`src/rtl/dfe_stage_sink_pkg.sv`:
```
// ----------------------------------------------------------------------------
// dfe_stage_sink_pkg
// Shared DFE types and the saturating-increment helper used by stage status.
// Rev 1.0
// ----------------------------------------------------------------------------
`default_nettype none

package dfe_stage_sink_pkg;

   localparam int c_sample_w   = 16;
   localparam int c_stat_cnt_w = 16;
   localparam int c_sat_w      = 64;

   typedef logic signed [c_sample_w-1:0] sample_t;

   typedef struct packed {
      logic [c_stat_cnt_w-1:0] ovf_cnt;
      logic [c_stat_cnt_w-1:0] unf_cnt;
      logic [c_stat_cnt_w-1:0] drop_cnt;
      logic                    sticky_ovf;
      logic                    sticky_unf;
      logic                    sticky_drop;
   } dfe_stats_t;

   // Increment that holds at the all-ones value of a 'width'-bit counter.
   function automatic logic [c_sat_w-1:0] sat_inc(input logic [c_sat_w-1:0] value,
                                                  input int unsigned         width);
      logic [c_sat_w-1:0] lim;
      lim = '1;
      if (width < c_sat_w)
         lim = (64'd1 << width) - 64'd1;
      return (value >= lim) ? value : value + 64'd1;
   endfunction

endpackage

`default_nettype wire

```
`src/rtl/dfe_stage_sink_sync_fifo_fwft.sv`:
```
// ----------------------------------------------------------------------------
// sync_fifo_fwft
// First-word-fall-through FIFO: storage, pointers, occupancy and flush.
// Rev 1.0
// ----------------------------------------------------------------------------
`default_nettype none

module sync_fifo_fwft
   import dfe_stage_sink_pkg::*;
#(
   parameter int DEPTH = 8,
   parameter int WIDTH = 16
) (
   input  logic                     clk,
   input  logic                     rst_n,
   input  logic                     push_req,
   input  logic                     pop_req,
   input  logic                     flush,
   input  logic [WIDTH-1:0]         wr_data,
   output logic [WIDTH-1:0]         rd_data,
   output logic                     not_empty,
   output logic                     full,
   output logic [$clog2(DEPTH):0]   count
);

   localparam int                 c_ptr_w   = $clog2(DEPTH);
   localparam logic [c_ptr_w-1:0] c_ptr_one = c_ptr_w'(1);
   localparam logic [c_ptr_w:0]   c_cnt_one = (c_ptr_w+1)'(1);
   localparam logic [c_ptr_w:0]   c_depth   = (c_ptr_w+1)'(DEPTH);

   logic [WIDTH-1:0]   r_mem [DEPTH];
   logic [c_ptr_w-1:0] r_wr_ptr;
   logic [c_ptr_w-1:0] r_rd_ptr;
   logic [c_ptr_w:0]   r_count;
   logic               w_push;
   logic               w_pop;

   // Full is taken from the registered count, so a same-cycle pop never frees a slot.
   assign full      = (r_count == c_depth);
   assign not_empty = (r_count != '0);
   assign count     = r_count;
   assign rd_data   = r_mem[r_rd_ptr];
   assign w_push    = push_req & ~full;
   assign w_pop     = pop_req & not_empty;

   always_ff @(posedge clk) begin
      if (!rst_n) begin
         r_wr_ptr <= '0;
         r_rd_ptr <= '0;
         r_count  <= '0;
         for (int i = 0; i < DEPTH; i++)
            r_mem[i] <= '0;
      end else if (flush) begin
         r_wr_ptr <= '0;
         r_rd_ptr <= '0;
         r_count  <= '0;
      end else begin
         if (w_push) begin
            r_mem[r_wr_ptr] <= wr_data;
            r_wr_ptr        <= r_wr_ptr + c_ptr_one;
         end
         if (w_pop)
            r_rd_ptr <= r_rd_ptr + c_ptr_one;
         case ({w_push, w_pop})
            2'b10:   r_count <= r_count + c_cnt_one;
            2'b01:   r_count <= r_count - c_cnt_one;
            default: r_count <= r_count;
         endcase
      end
   end

endmodule

`default_nettype wire

```
`src/rtl/dfe_stage_sink.sv`:
```
// ----------------------------------------------------------------------------
// dfe_stage_sink
// DFE output sink: sample FIFO with ready/valid drain plus saturating stats.
// Rev 1.0
// ----------------------------------------------------------------------------
`default_nettype none

module dfe_stage_sink
   import dfe_stage_sink_pkg::*;
#(
   parameter int DATA_WIDTH = 16,
   parameter int FIFO_DEPTH = 8,
   parameter int CNT_WIDTH  = 16
) (
   input  logic                          clk,
   input  logic                          rst_n,
   input  logic                          valid_in,
   input  logic signed [DATA_WIDTH-1:0]  data_in,
   input  logic                          overflow_in,
   input  logic                          underflow_in,
   input  logic                          flush,
   input  logic                          clear_stats,
   output logic signed [DATA_WIDTH-1:0]  m_data,
   output logic                          m_valid,
   input  logic                          m_ready,
   output logic [$clog2(FIFO_DEPTH):0]   fill_level,
   output logic                          fifo_full,
   output logic [CNT_WIDTH-1:0]          ovf_cnt,
   output logic [CNT_WIDTH-1:0]          unf_cnt,
   output logic [CNT_WIDTH-1:0]          drop_cnt,
   output logic                          sticky_ovf,
   output logic                          sticky_unf,
   output logic                          sticky_drop
);

   localparam int c_num_stats = 3;

   logic [DATA_WIDTH-1:0]             w_rd_data;
   logic [c_num_stats-1:0]            w_evt;
   logic [c_num_stats*CNT_WIDTH-1:0]  w_cnt_bus;
   logic [c_num_stats-1:0]            w_sticky_bus;

   sync_fifo_fwft #(
      .DEPTH (FIFO_DEPTH),
      .WIDTH (DATA_WIDTH)
   ) u_fifo (
      .clk       (clk),
      .rst_n     (rst_n),
      .push_req  (valid_in),
      .pop_req   (m_ready),
      .flush     (flush),
      .wr_data   (data_in),
      .rd_data   (w_rd_data),
      .not_empty (m_valid),
      .full      (fifo_full),
      .count     (fill_level)
   );

   assign m_data = w_rd_data;

   // Flag events count on any valid sample, pushed or dropped.
   assign w_evt = {valid_in & fifo_full, valid_in & underflow_in, valid_in & overflow_in};

   for (genvar g = 0; g < c_num_stats; g++) begin : g_stat
      logic [CNT_WIDTH-1:0] r_cnt;
      logic                 r_sticky;

      // A clear coincident with an event leaves the event counted.
      always_ff @(posedge clk) begin
         if (!rst_n) begin
            r_cnt    <= '0;
            r_sticky <= 1'b0;
         end else if (clear_stats) begin
            r_cnt    <= CNT_WIDTH'(w_evt[g]);
            r_sticky <= w_evt[g];
         end else if (w_evt[g]) begin
            r_cnt    <= CNT_WIDTH'(sat_inc(64'(r_cnt), CNT_WIDTH));
            r_sticky <= 1'b1;
         end
      end

      assign w_cnt_bus[g*CNT_WIDTH +: CNT_WIDTH] = r_cnt;
      assign w_sticky_bus[g]                     = r_sticky;
   end

   assign ovf_cnt     = w_cnt_bus[0*CNT_WIDTH +: CNT_WIDTH];
   assign unf_cnt     = w_cnt_bus[1*CNT_WIDTH +: CNT_WIDTH];
   assign drop_cnt    = w_cnt_bus[2*CNT_WIDTH +: CNT_WIDTH];
   assign sticky_ovf  = w_sticky_bus[0];
   assign sticky_unf  = w_sticky_bus[1];
   assign sticky_drop = w_sticky_bus[2];

endmodule

`default_nettype wire

```
`config.mk`:
```
export PLATFORM = sky130hd
export DESIGN_NAME = dfe_stage_sink
export DESIGN_NICKNAME = d
export VERILOG_FILES = /design/src/rtl/dfe_stage_sink_pkg.sv /design/src/rtl/dfe_stage_sink_sync_fifo_fwft.sv /design/src/rtl/dfe_stage_sink.sv
export SDC_FILE = /design/constraint.sdc
export NUM_CORES = 1
export LEC_CHECK = 0
export ABC_CLOCK_PERIOD_IN_PS = 3800
export BUFFER_PORTS_ARGS = -buffer_cell sky130_fd_sc_hd__buf_2
export CAP_MARGIN = 20
export CELL_PAD_IN_SITES_DETAIL_PLACEMENT = 1
export CELL_PAD_IN_SITES_GLOBAL_PLACEMENT = 1
export CORE_MARGIN = 10
export CORE_UTILIZATION = 50
export CTS_CLUSTER_SIZE = 12
export DETAILED_ROUTE_END_ITERATION = 10
export PLACE_DENSITY_LB_ADDON = 0.12
export REMOVE_ABC_BUFFERS = 1
export SETUP_SLACK_MARGIN = 0.2
export SYNTH_ARGS = -nofsm -noshare
export SYNTH_HDL_FRONTEND = slang
export SYNTH_HIERARCHICAL = 1
export SYNTH_SLANG_ARGS = --single-unit
```
`constraint.sdc`:
```
create_clock -name clk -period 3.8 [get_ports clk]
set_input_delay 0.19 -clock clk [delete_from_list [all_inputs] [get_ports clk]]
set_output_delay 0.19 -clock clk [all_outputs]
set_load 0.02 [all_outputs]
```
# Word-level counts from Yosys, hierarchy flattened
# Memories as Yosys holds them, arrays and structs flattened. A register that Yosys moved wholly into a read port is not among the register bits.
# Index checks and enable logic that the tools add are counted.
[word_totals] mem_bits_rw=128 elab_cells=88 output_inout_bits=73 n_memories=1 in_bits=24 register_bits=61
[classes] n_eq_ne=6 bitwise_logic=10 n_mux=35 n_reduce_logical=14 magnitude_cmp=3 n_addsub=7
[memory_table] name="u_fifo.r_mem" depth=8 word_bits=16 rd=1 rd_clocked_by_memory_dff=1 wr=8 line="dfe_stage_sink_sync_fifo_fwft.sv:31" text="logic [WIDTH-1:0] r_mem [DEPTH];"
[op_table] cell="2-to-1 mux 64 bit" count=9
[op_table] cell="greater-or-equal comparator 16 x 64 -> 1 bit" count=3
[op_table] cell="adder 16 x 1 -> 16 bit, second input constant" count=3
[op_table] cell="2-to-1 mux 1 bit" count=21
[op_table] cell="2-to-1 mux 16 bit" count=1
[op_table] cell="OR reduction 16 bit" count=1
[op_table] cell="AND reduction 2 bit" count=6
[op_table] cell="2-to-1 mux 3 bit" count=3
[op_table] cell="one-hot mux 4 bit (2 select lines)" count=1
[op_table] cell="nonzero test 2 bit" count=4
[op_table] cell="adder 3 x 1 -> 3 bit, second input constant" count=2
[op_table] cell="inequality test 2 bit, second input constant" count=3
[op_table] cell="bitwise AND 1 bit" count=5
[op_table] cell="inverter 1 bit" count=5
[op_table] cell="adder 4 x 1 -> 4 bit, second input constant" count=1
[op_table] cell="== test 4 bit, second input constant" count=1
[op_table] cell="nonzero test 4 bit" count=1
[op_table] cell="OR reduction 2 bit" count=2
[op_table] cell="subtractor 4 x 1 -> 4 bit, second input constant" count=1
[op_table] cell="== test 2 x 1 -> 1 bit, second input constant" count=1
[op_table] cell="== test 2 bit, second input constant" count=1

# Depth between registers and ports, before layout
[logic_depth] ltp_word=9 ltp_mapped=10 depth_no_buf=10

# By module
# Netlist, hierarchy kept.
[modules_own_cells] module="sync_fifo_fwft" area_each_um2=6482.5 seq_area_each_um2=4103.9 n_inst=1 cells_each=410
[modules_own_cells] module="dfe_stage_sink" area_each_um2=2590.0 seq_area_each_um2=1021.0 n_inst=1 cells_each=313

# Worst setup path after synthesis
# No wires, ideal clock.
[synth_path] path_type="reg2reg" from="register u_fifo.r_count[1], in the netlist u_fifo/count[1]" to="register g_stat[2].r_cnt[14], in the netlist drop_cnt[14]" path_buffers=2 required_time_ns=3.684 setup_time_ns=0.116 period_less_slack_ns=2.690 stages_incl_launch_ff=9 arrival_ns=2.574 setup_slack_ns=1.110 cell_sequence="dfxtp_1 > or4b_1 > buf_4 > inv_1 > nand3_1 > or4_1 > clkbuf_1 > or4b_1 > o211a_1"
[synth_via] elab_chain_cells=3
[synth_rtl] item="start: declaration" line="dfe_stage_sink_sync_fifo_fwft.sv:34" text="logic [c_ptr_w:0] r_count;"
[synth_rtl] item="start signal: assignment" line="dfe_stage_sink_sync_fifo_fwft.sv:65" text="2'b10: r_count <= r_count + c_cnt_one;"
[synth_rtl] item="start signal: assignment" line="dfe_stage_sink_sync_fifo_fwft.sv:66" text="2'b01: r_count <= r_count - c_cnt_one;"
[synth_rtl] item="start signal: assignment" line="dfe_stage_sink_sync_fifo_fwft.sv:67" text="default: r_count <= r_count;"
[synth_rtl] item="== test 4 bit" line="dfe_stage_sink_sync_fifo_fwft.sv:39" text="assign full = (r_count == c_depth);"
[synth_rtl] item="named net fifo_full" line="dfe_stage_sink.sv:27" text="output logic fifo_full,"
[synth_rtl] item="bitwise AND 1 bit" line="dfe_stage_sink.sv:62" text="assign w_evt = {valid_in & fifo_full, valid_in & underflow_in, valid_in & overflow_in};"
[synth_rtl] item="AND reduction 2 bit (no line)"
[synth_rtl] item="end signal: assignment" line="dfe_stage_sink.sv:74" text="r_cnt <= CNT_WIDTH'(w_evt[g]);"
[synth_rtl] item="end signal: assignment" line="dfe_stage_sink.sv:77" text="r_cnt <= CNT_WIDTH'(sat_inc(64'(r_cnt), CNT_WIDTH));"
[synth_rtl] item="end: declaration" line="dfe_stage_sink.sv:65" text="logic [CNT_WIDTH-1:0] r_cnt;"
# The timed path passes the listed nets, and every way through them passes these cells.
# A chain may end at the register's enable or synchronous reset.

==> results.cfg <==
[run_status]
outcome = finished, final reports clean

[yosys]
ys_async_sr_fraction = 0
synth_seq_area_share = 0.5649
ys_types = 61
synth-edff-count = 128
synth_area_mm2 = 0.009072
ys_ff_latch = 192
ys.flop_type = edfxtp_1
netlist_instances = 723
synth_area_leaders = edfxtp_1 42%, dfxtp_1 14%, and2_1 9.0%
yosysWarnings = 6
synth_top_area_frac = 0.4237
synth_top_area_cell = edfxtp_1
postSynthAreaPerCell_um2 = 12.55

[grt]
grt_pass1_vias = 6930
grt_max_degree = 33
antenna_found_initial = 0
grt_first_pass_wirelength_um = 37540
grt-ovfl-total = 0
grtUsageTotal = 0.1982

[pwr]
p_int_uw = 3200
p_leak_uw = 0.003784
power_uw = 4165
switching_share = 0.2317
powerDensity_mw_per_mm2 = 407.5
pwr-share-seq = 0.554
comb_power_share = 0.057
vdd_drop_max_v = 0.0003464
clockPowerShare = 0.389
p_switching_uw = 965.1

[critical_path]
crit_slowest_cell = nand2b_1
path_cells = or4b_1 > nand3b_4 > nor3_4 > nand2b_1
rrSetupSlack_ns = 0.91
crit_fanout = 17
cp-start-kind = register
crit_type = register to register
max_stage_delay_ns = 0.89
cp.required_ns = 3.85
arrival_ns = 2.94
endpoint_kind = register

[place]
port_buffers = 96
dp.cells = 1019
hpwl_um = 15750
gp_congestion = 0.8501

[sta]
tns_ns = 0
max_freq_mhz = 345.6
fin_crit_ns = 2.894
whs_ns = 0.09178
tightest_slew_ns = 1.060
setup_viol = 0
slew_headroom = 0.2935
rsz0062_at_grt = no
hold_viol_final = 0
finClkSkew_ns = 0.009278
fin_crit_sh = 0.7615
report.final.slew_viol_count = 0

[finish]
antenna_cells = 0
area_delta_synth_final_pct = 12.65
final_cells = 1051
fillCellCount = 1852
drive_gt1_frac = 0.2445
fin_nets = 842

[clock_tree]
ctsRootBufferMaster = clkbuf_16
numCtsBuffers = 17
tritoncts = yes
clkLatencyLatePin_ns = 0.43
cts_setup_buffers = 0
clk_pin_slew_ns = 0.07
cts_hold_buf = 0
cts.path.max_buffers = 2
cts_resized = 0
htreeDepth = 4
cts_sinks = 192

[route]
route.detailed.drc = 0
ant_nets = 0
wl_per_cell_um = 22.39
drt_iter0_markers = 323
viasPerCell = 5.927
drt_wl_total_um = 23530
dr.pass1.iters = 4
via_count = 6229

[flow_run]
max_cap_violations = 0

[floorplan]
rows = 49
io_pins = 97
initial_core_util = 0.5068
die_area_mm2 = 0.02393
die_x_um = 154.7
die_h_um = 154.7
core_mm2 = 0.01790

[hold_path]
hold_class = input pin to register
layer usage:
metal | share of wire | track usage | vias to the layer above
met5 | 0 | 0 | -
met4 | 0.013 | 0.06883 | 0
met3 | 0.055 | 0.04271 | 22
met2 | 0.55 | 0.3649 | 154
met1 | 0.39 | 0.2197 | 3163
li1 | - | - | 2890
power groups by stage:
stage	registers [uW]	clock network, uW	logic [uW]
final	2310	1620	238
after detailed placement	2350	0	243
after CTS	2310	1660	245
after floorplan	2350	0	131
after global placement	2350	0	233
after global routing	2310	1740	260
cells in the mapped netlist, drive strengths merged (2+ instances only):
master and n:
a21oi 36, a31oi 9, a41o 4, and2 132
and3 7, and4 6, buf 17, clkbuf 20
dfxtp 64, edfxtp 128, ha 8, inv 11
mux2 16, mux2i 5, mux4 32, nand2 39
nand2b 13, nand3 25, nand3b 2, nand4 9
nor2 25, nor2b 2, nor3 8, nor3b 2
nor4 7, o21ai 18, o311ai 5, o31ai 14
o41ai 6, or2 3, or3 10, or4 19
or4b 2, xor2 5
worst max-delay path, delay by kind of cell (launching register included):
kind             cells  cell delay (ns)
flip-flops           1             0.43
AND/OR/NAND/NOR      4             2.06
flip-flops by register name, indices dropped and copies added (netlist names), named ones only:
name	count
u_fifo/r_mem	128
drop_cnt	16
ovf_cnt	16
unf_cnt	16
u_fifo/count	4
u_fifo/r_rd_ptr	3
u_fifo/r_wr_ptr	3
sticky_drop	1
sticky_ovf	1
sticky_unf	1
logic make-up after synthesis:
logic type | Yosys count | share of synthesized area
buffers and inverters | 48 | 0.02813
DFF | 192 | 0.5649
and+or+nand+nor | 314 | 0.2118
AOI/OAI and AO/OA | 102 | 0.07227
adders and majority gates | 9 | 0.01324
muxes | 53 | 0.1048
xor gates and xnor gates | 5 | 0.004827
cells in the final DEF (no fill, tap or decap), types with 17 or more instances in the layout:
master | netlist | layout
or4_1 | 19 | 19
a21oi_1 | 36 | 36
buf_2 | 5 | 96
and2_1 | 131 | 131
dfxtp_1 | 64 | 62
mux4_2 | 32 | 32
clkbuf_16 | 0 | 17
nor2_1 | 23 | 23
edfxtp_1 | 128 | 128
nand2_1 | 39 | 39
nand3_1 | 24 | 24
path summary, 6_finish.rpt:
check,from,to,depth (start not counted)
hold / removal,m_ready,register,3
hold reg to reg,ovf_cnt[15],ovf_cnt[15],2
setup reg to reg,u_fifo/count[0],u_fifo/r_mem[4][7],4
setup / recovery,u_fifo/count[0],u_fifo/r_mem[4][7],4
layout make-up:
class,instances,area [um^2],share of cell area
clock inverters,13,91.34,0.008937
multi-input cells,483,3700,0.3620
inverters,11,41.29,0.004040
repair buffers,104,540.5,0.05289
well taps,229,286.5,0.02804
flip-flops and latches,192,5127,0.5017
clock buffers,19,432.9,0.04236
stage by stage:
step	instance area, um^2	util	setup WS [ns]
after CTS	10220	0.5709	0.8263
after global placement	9696	0.5416	1.075
after floorplan	8859	-	1.080
after detailed placement	9696	0.5416	0.8435
final	10220	0.5709	0.9064
after global routing	10220	0.5709	0.6847
Note: power is estimated with default switching activity, not from simulation.
